**config.mk**
```make
export PLATFORM = sky130hd
export DESIGN_NAME = imem_loader
export DESIGN_NICKNAME = d
export VERILOG_FILES = /design/src/rtl/imem_loader.sv
export SDC_FILE = /design/constraint.sdc
export NUM_CORES = 1
export LEC_CHECK = 0
export CAP_MARGIN = 30
export CORE_UTILIZATION = 50
export CTS_BUF_LIST = sky130_fd_sc_hd__clkbuf_4
export DETAILED_ROUTE_END_ITERATION = 10
export PLACE_DENSITY_LB_ADDON = 0.25
export SYNTH_ARGS = -nofsm -noshare
export SYNTH_HDL_FRONTEND = slang
export SYNTH_SLANG_ARGS = --single-unit
export TNS_END_PERCENT = 1
```
**constraint.sdc**
```tcl
create_clock -name clk -period 5.95 [get_ports clk]
set_input_delay 0.595 -clock clk [delete_from_list [all_inputs] [get_ports clk]]
set_output_delay 0.595 -clock clk [all_outputs]
set_load 0.03 [all_outputs]
```
**src/rtl/imem_loader.sv**
```systemverilog
// imem_loader: streams instruction words from a valid/ready source into
// consecutive instruction-memory addresses through arbiter port 2.
// Port 1 (fetch) always wins, so every request is held and re-presented
// until the arbiter stops reporting mem_busy.
// Optional feature: define IMEM_LOADER_VERIFY_EN to read each word back
// after writing it and flag any mismatch on verify_err.
module imem_loader #(
    parameter int PORTW     = 32,
    parameter int ADDRWIDTH = 7
) (
    input  logic                 clk,
    input  logic                 rstx,
    input  logic                 start,
    input  logic [ADDRWIDTH-1:0] start_addr,
    input  logic [ADDRWIDTH:0]   word_count,
    input  logic                 s_valid,
    input  logic [PORTW-1:0]     s_data,
    output logic                 s_ready,
    output logic                 load_busy,
    output logic                 load_done,
    output logic [PORTW-1:0]     d_2,
    output logic [ADDRWIDTH-1:0] addr_2,
    output logic                 en_2_x,
    output logic                 wr_2_x,
    output logic [PORTW-1:0]     bit_wr_2_x,
`ifdef IMEM_LOADER_VERIFY_EN
    input  logic [PORTW-1:0]     q,
    output logic                 verify_err,
`endif
    input  logic                 mem_busy
);

    typedef enum logic [2:0] {
        IDLE,
        WRITE,
        DONE
`ifdef IMEM_LOADER_VERIFY_EN
        ,
        READ,
        CHECK
`endif
    } state_t;

    state_t                 state;
    state_t                 next_state;
    logic [ADDRWIDTH-1:0]   cur_addr;
    logic [ADDRWIDTH:0]     acc_left;
    logic [ADDRWIDTH:0]     wr_left;
    logic [PORTW-1:0]       buf_data;
    logic                   buf_valid;
    logic                   wr_fire;
    logic                   word_retire;
    logic                   xfer;

    // Next-state logic and all port-2 / handshake outputs; every output is
    // decoded from the registered state so reset forces idle values at once.
    always_comb begin
        next_state  = state;
        s_ready     = 1'b0;
        en_2_x      = 1'b1;
        wr_2_x      = 1'b1;
        bit_wr_2_x  = '1;
        d_2         = '0;
        addr_2      = '0;
        wr_fire     = 1'b0;
        word_retire = 1'b0;
        case (state)
            IDLE: begin
                if (start) begin
                    next_state = (word_count == '0) ? DONE : WRITE;
                end
            end
            WRITE: begin
                if (buf_valid) begin
                    en_2_x     = 1'b0;
                    wr_2_x     = 1'b0;
                    bit_wr_2_x = '0;
                    addr_2     = cur_addr;
                    d_2        = buf_data;
                    wr_fire    = !mem_busy;
                end
`ifdef IMEM_LOADER_VERIFY_EN
                s_ready = (acc_left != '0) && !buf_valid;
                if (wr_fire) begin
                    next_state = READ;
                end
`else
                word_retire = wr_fire;
                s_ready     = (acc_left != '0) && (!buf_valid || wr_fire);
                if (wr_fire && (wr_left == (ADDRWIDTH+1)'(1))) begin
                    next_state = DONE;
                end
`endif
            end
`ifdef IMEM_LOADER_VERIFY_EN
            READ: begin
                en_2_x = 1'b0;
                addr_2 = cur_addr;
                if (!mem_busy) begin
                    next_state = CHECK;
                end
            end
            CHECK: begin
                word_retire = 1'b1;
                s_ready     = (acc_left != '0);
                next_state  = (wr_left == (ADDRWIDTH+1)'(1)) ? DONE : WRITE;
            end
`endif
            DONE: begin
                next_state = IDLE;
            end
            default: begin
                next_state = IDLE;
            end
        endcase
        xfer = s_valid && s_ready;
    end

    assign load_busy = (state != IDLE);
    assign load_done = (state == DONE);

    // State register, address/count bookkeeping and the one-word buffer.
    always_ff @(posedge clk or negedge rstx) begin
        if (!rstx) begin
            state     <= IDLE;
            cur_addr  <= '0;
            acc_left  <= '0;
            wr_left   <= '0;
            buf_data  <= '0;
            buf_valid <= 1'b0;
        end else begin
            state <= next_state;
            if (state == IDLE) begin
                if (start) begin
                    cur_addr  <= start_addr;
                    acc_left  <= word_count;
                    wr_left   <= word_count;
                    buf_valid <= 1'b0;
                end
            end else begin
                if (word_retire) begin
                    cur_addr <= cur_addr + ADDRWIDTH'(1);
                    wr_left  <= wr_left - (ADDRWIDTH+1)'(1);
                end
                if (xfer) begin
                    buf_data  <= s_data;
                    buf_valid <= 1'b1;
                    acc_left  <= acc_left - (ADDRWIDTH+1)'(1);
                end else if (word_retire) begin
                    buf_valid <= 1'b0;
                end
            end
        end
    end

`ifdef IMEM_LOADER_VERIFY_EN
    // Sticky readback comparison, cleared only by reset or a new start.
    always_ff @(posedge clk or negedge rstx) begin
        if (!rstx) begin
            verify_err <= 1'b0;
        end else if ((state == IDLE) && start) begin
            verify_err <= 1'b0;
        end else if ((state == CHECK) && (q != buf_data)) begin
            verify_err <= 1'b1;
        end
    end
`endif

endmodule

```
# After elaboration in Yosys (flattened, before gate mapping)

Cells that the tools add are included.

Register bits after elaboration: 59
Bits of input ports: 52
Output and inout port bits: 76
Logic and storage cells: 61

$add $sub $neg: 3
Equality and inequality tests: 5
Multiplexer cells: 28
Bitwise gates (word level): 1
Reductions and logical operators: 18

Operators with widths:

| cell                  | count |
|---|---|
| $mux W32              | 4 |
| $mux W8               | 5 |
| $mux W7               | 5 |
| $sub A8 B1 Y8 const B | 2 |
| $mux W1               | 10 |
| $reduce_and A2 Y1     | 5 |
| $eq A8 B1 Y1 const B  | 1 |
| $logic_not A8 Y1      | 1 |
| $reduce_bool A8 Y1    | 1 |
| $add A7 B1 Y7 const B | 1 |
| $mux W3               | 2 |
| $pmux W3 S2           | 1 |
| $reduce_bool A3 Y1    | 2 |
| $ne A2 B2 Y1 const B  | 2 |
| $reduce_bool A2 Y1    | 2 |
| $eq A3 B1 Y1 const B  | 1 |
| $eq A3 B2 Y1 const B  | 1 |
| $logic_and A1 B1 Y1   | 3 |
| $logic_not A3 Y1      | 1 |
| $logic_not A1 Y1      | 2 |
| $mux W2               | 1 |
| $logic_or A1 B1 Y1    | 1 |
| $not A1 Y1            | 1 |

# Logic depth before layout (Yosys ltp)

Word-level depth: 9
Gate-level depth with buffers: 6
Gate-level depth less buffers: 6

# Worst setup path after synthesis

OpenSTA, ideal clock, no wires.

Path type: register to register
Start: register state[1]
End: register wr_left[6]
Arrival: 2299 ps
Required time: 5826 ps
Slack: 3527 ps
Stages on the path, launching flop included: 5
Path buffers: 0
Cells stage by stage: dfrtp_1 nand3b_1 o21ai_1 o21ai_0 o2bb2ai_1

Longest elaborated chain between the ends: 4
Elaborated cells on any way between the ends: 7
Classes of those cells: eq/ne (2); mux (2); reduce/logical (3)

RTL lines:

| element                             | RTL line | text |
|---|---|---|
| start, declared                     | 44       | `state_t state;` |
| start signal, assigned              | 132      | `state <= next_state;` |
| $eq A3 B1 Y1                        | 67       | `case (state)` |
| $mux W1                             | 67       |  |
| $reduce_bool A2 Y1 (no source line) | n/a      |  |
| $reduce_and A2 Y1 (no source line)  | n/a      |  |
| end signal, assigned                | 137      | `wr_left <= word_count;` |
| end signal, assigned                | 143      | `wr_left <= wr_left - (ADDRWIDTH+1)'(1);` |
| end, declared                       | 48       | `logic [ADDRWIDTH:0] wr_left;` |

Several ways; a longest one is shown, not always the timed one.
A chain may end at the register's enable or synchronous reset.

# Worst setup path in the final report

Start: register state[0]
End: output port load_busy

Longest elaborated chain between the ends: 1

RTL lines:

| element            | RTL line | text |
|---|---|---|
| $reduce_bool A3 Y1 | 119      | `assign load_busy = (state != IDLE);` |
| end, declared      | 19       | `output logic load_busy,` |

No other way between the ends.

==> reports/summary.log <==
INFO  timing         post_layout_minimum_cycle_time=3200ps
INFO  timing         max_slew.worst_pin.slew=770ps
INFO  place          hpwlAfterDp=5680um
INFO  cells_and_area design.final.nets=482
INFO  synth          share_of_synthesized_registers_carrying_an_async_set_or_reset=1.00
INFO  timing         finalCritPeriodShare=0.537
INFO  synth          synth.ff_latch_count=58
INFO  clock_network  cts.sink_count=58
INFO  synth          postSynthCellCount=337
INFO  clock_network  insertion_delay=400ps
INFO  clock_network  post_cts.resized_instances=0
INFO  drt            drt-initial-drc-count=185
INFO  timing         timing_hold_violations_final=0
INFO  drt            post_drt_wl_per_cell=16.1um
INFO  floorplan      die_area=7300um2
INFO  floorplan      dieHeight=85.4um
INFO  floorplan      core_area=6760um2
INFO  clock_network  tritoncts=done
INFO  clock_network  total_setup_buffers_inserted_after_cts=0
INFO  clock_network  htreeDepth=3
INFO  floorplan      num_io_pins=128
INFO  synth          synthMostInstantiatedCell=sky130_fd_sc_hd__dfrtp_1
INFO  floorplan      die-width=85.4um
INFO  grt            grt_start_max_net_pins=59
INFO  drt            antenna_violating_nets_post_route=0
INFO  clock_network  clock_buffers_created_by_tritoncts=9
INFO  synth          synthDominantCellAreaShare=0.417
INFO  grt            number_of_global_route_vias_before_repair=2646
INFO  timing         setup_violations=0
INFO  timing         slew_violations=0
INFO  cells_and_area antenna_cells_inserted=0
INFO  synth          synthFlopType=sky130_fd_sc_hd__dfrtp_1
INFO  critical_path  end_kind=output port
INFO  grt            gr-total-overflow=0
INFO  timing         tns=0ps
INFO  place          globalplace.congestion=0.816
INFO  synth          synth.distinct_cells=50
INFO  place          placement.io_buffers=127
INFO  synth          ys_top_cells_by_count=sky130_fd_sc_hd__dfrtp_1, sky130_fd_sc_hd__and3_1, sky130_fd_sc_hd__buf_4, sky130_fd_sc_hd__mux2_4, sky130_fd_sc_hd__nor2_1
INFO  critical_path  critPathKind=register to output port
INFO  flow_run       timing.max_cap.violations=0
INFO  clock_network  cts_root_buffer=sky130_fd_sc_hd__clkbuf_4
INFO  critical_path  crit_chain=nor2_2 -> buf_4 -> inv_1 -> clkdlybuf4s50_1
INFO  drt            viasPerCell=5.63
INFO  drt            finalWirelength=8190um
INFO  drt            num_vias=2869
INFO  power_and_ir_drop total_leakage_power=2.04nW
INFO  min_path       type_of_the_most_critical_hold_path=primary input to async pin
INFO  place          dpl_worst_slack=3060ps
INFO  grt            antenna_found_initial=0
INFO  cells_and_area areaGrowthSynthToFinish=34.9%
INFO  timing         slew_headroom=0.486
INFO  timing         max_freq=0.313GHz
INFO  synth          yosysSeqAreaShare=0.417
INFO  critical_path  crit_required=5360ps
INFO  timing         worst_slack=2750ps
INFO  timing         timing.clock.skew=12.2ps
INFO  synth          top_cells_by_area_synth=sky130_fd_sc_hd__dfrtp_1, sky130_fd_sc_hd__mux2_4, sky130_fd_sc_hd__and3_1
INFO  clock_network  cts.hold.buffers_added=0
INFO  critical_path  critical_path.max_fanout=34
INFO  outcome        status=finished, final reports clean
INFO  synth          synth_area=3480um2
INFO  drt            drt_drc_violations_left=0
INFO  critical_path  worst_path_max_delay_cell=sky130_fd_sc_hd__clkdlybuf4s50_1
INFO  drt            drt_pass1_iterations=4
INFO  power_and_ir_drop power.density_cell_area=686nW/um2
INFO  floorplan      rows=30
INFO  clock_network  clockBufferDepth=2
INFO  cells_and_area final_cell_area=4690um2
INFO  timing         fin_hold_ws=319ps
INFO  synth          synth_edf_count=0
INFO  floorplan      initial_utilization=0.515
INFO  synth          synth.avg_cell_area=10.3um2
INFO  timing         rsz0062_at_grt=no
INFO  synth          cell_taking_the_most_area_after_synthesis=sky130_fd_sc_hd__dfrtp_1
INFO  clock_network  clkTransAtPathRegs=110ps
INFO  synth          synth_warnings=0
INFO  critical_path  reg2regPathDepth=5
INFO  grt            grt_first_pass_wirelength=13100um
INFO  critical_path  setup.worst_path.start_class=register
INFO  cells_and_area final_layout_size_suffix_gt1_frac=0.147
INFO  power_and_ir_drop irDropWorstVdd=356uV
INFO  power_and_ir_drop finalPower=3.22mW
INFO  synth          synth_nets=394
INFO  place          postPlaceCellArea=4530um2
INFO  critical_path  critical_path_arrival=2600ps
INFO  grt            grt_util_all_layers=0.231
INFO  critical_path  critPathMaxStageDelay=810ps
## layer usage
metal / wire [um] / vias to the layer above / GRT usage
li1: - / 1360 / -
met1: 3650 / 1377 / 0.310
met2: 3860 / 117 / 0.357
met3: 512 / 15 / 0.0574
met4: 169 / 0 / 0.0955
met5: 0 / - / 0
## final cells by class
class	count	area (um2)
Clock inverter	7	93.8
Fill cell	513	2060
Tap cell	80	100
Timing Repair Buffer	132	1320
Inverter	6	22.5
Sequential cell	58	1450
Multi-Input combinational cell	218	1640
Clock buffer	9	67.6
## worst paths after layout
kind | from | to | slack (ps)
max in group asynchronous | rstx | cur_addr[3] | 5140
setup / recovery | state[0] | load_busy | 2750
hold / removal | rstx | buf_data[18] | 320
setup reg to reg | state[1] | buf_data[2] | 3190
min in group clk | buf_data[13] | buf_data[13] | 510
hold reg to reg | buf_data[13] | buf_data[13] | 510
## sequential cells by signal (all words and copies together) (netlist names)
register	cells
cur_addr	7
acc_left	8
buf_data	32
state	2
buf_valid	1
wr_left	8
## layout by cell type, fill, tap and decap left out, drive strengths merged, types with 3 or more instances in the layout
cell	n
ha	5
nand3	6
buf	6
o21ai	18
a22oi	6
dfrtp	58
clkinv	4
and3	42
clkbuf	9
nor4	6
mux2	33
nor2	22
nor3	6
inv	6
nor3b	4
clkdlybuf4s50	126
nand2	11
o22ai	3
a21oi	19
a31oi	7
## logic make-up after synthesis
group / after synthesis / synth area share
multiplexers: 34 / 0.139
AO/OA/AOI/OAI: 70 / 0.128
AND/OR/NAND/NOR: 109 / 0.185
buffers and inverters: 61 / 0.114
adder cells (fa/ha/maj): 5 / 0.0180
flip-flops: 58 / 0.417
## power breakdown
group | switching (mW) | internal, mW
sequential | 0.142 | 0.571
combinational | 1.21 | 0.969
clock | 0.156 | 0.170
## per-stage QoR
| stage | cells | util |
|---|---|---|
| 6_report | 510 | 0.695 |
| 5_1_grt | 510 | 0.695 |
| 4_1_cts | 510 | 0.695 |
| 3_5_place_dp | 494 | 0.671 |
| 3_3_place_gp | 493 | 0.667 |
| 2_1_floorplan | 337 | - |
## worst max-delay path: cells and delay by family, from the launching register on
family | cells | cell delay (ps)
flip-flops | 1 | 480
buffers and inverters | 3 | 1660
AND/OR/NAND/NOR | 1 | 60
Note: power is estimated with default switching activity, not from simulation.
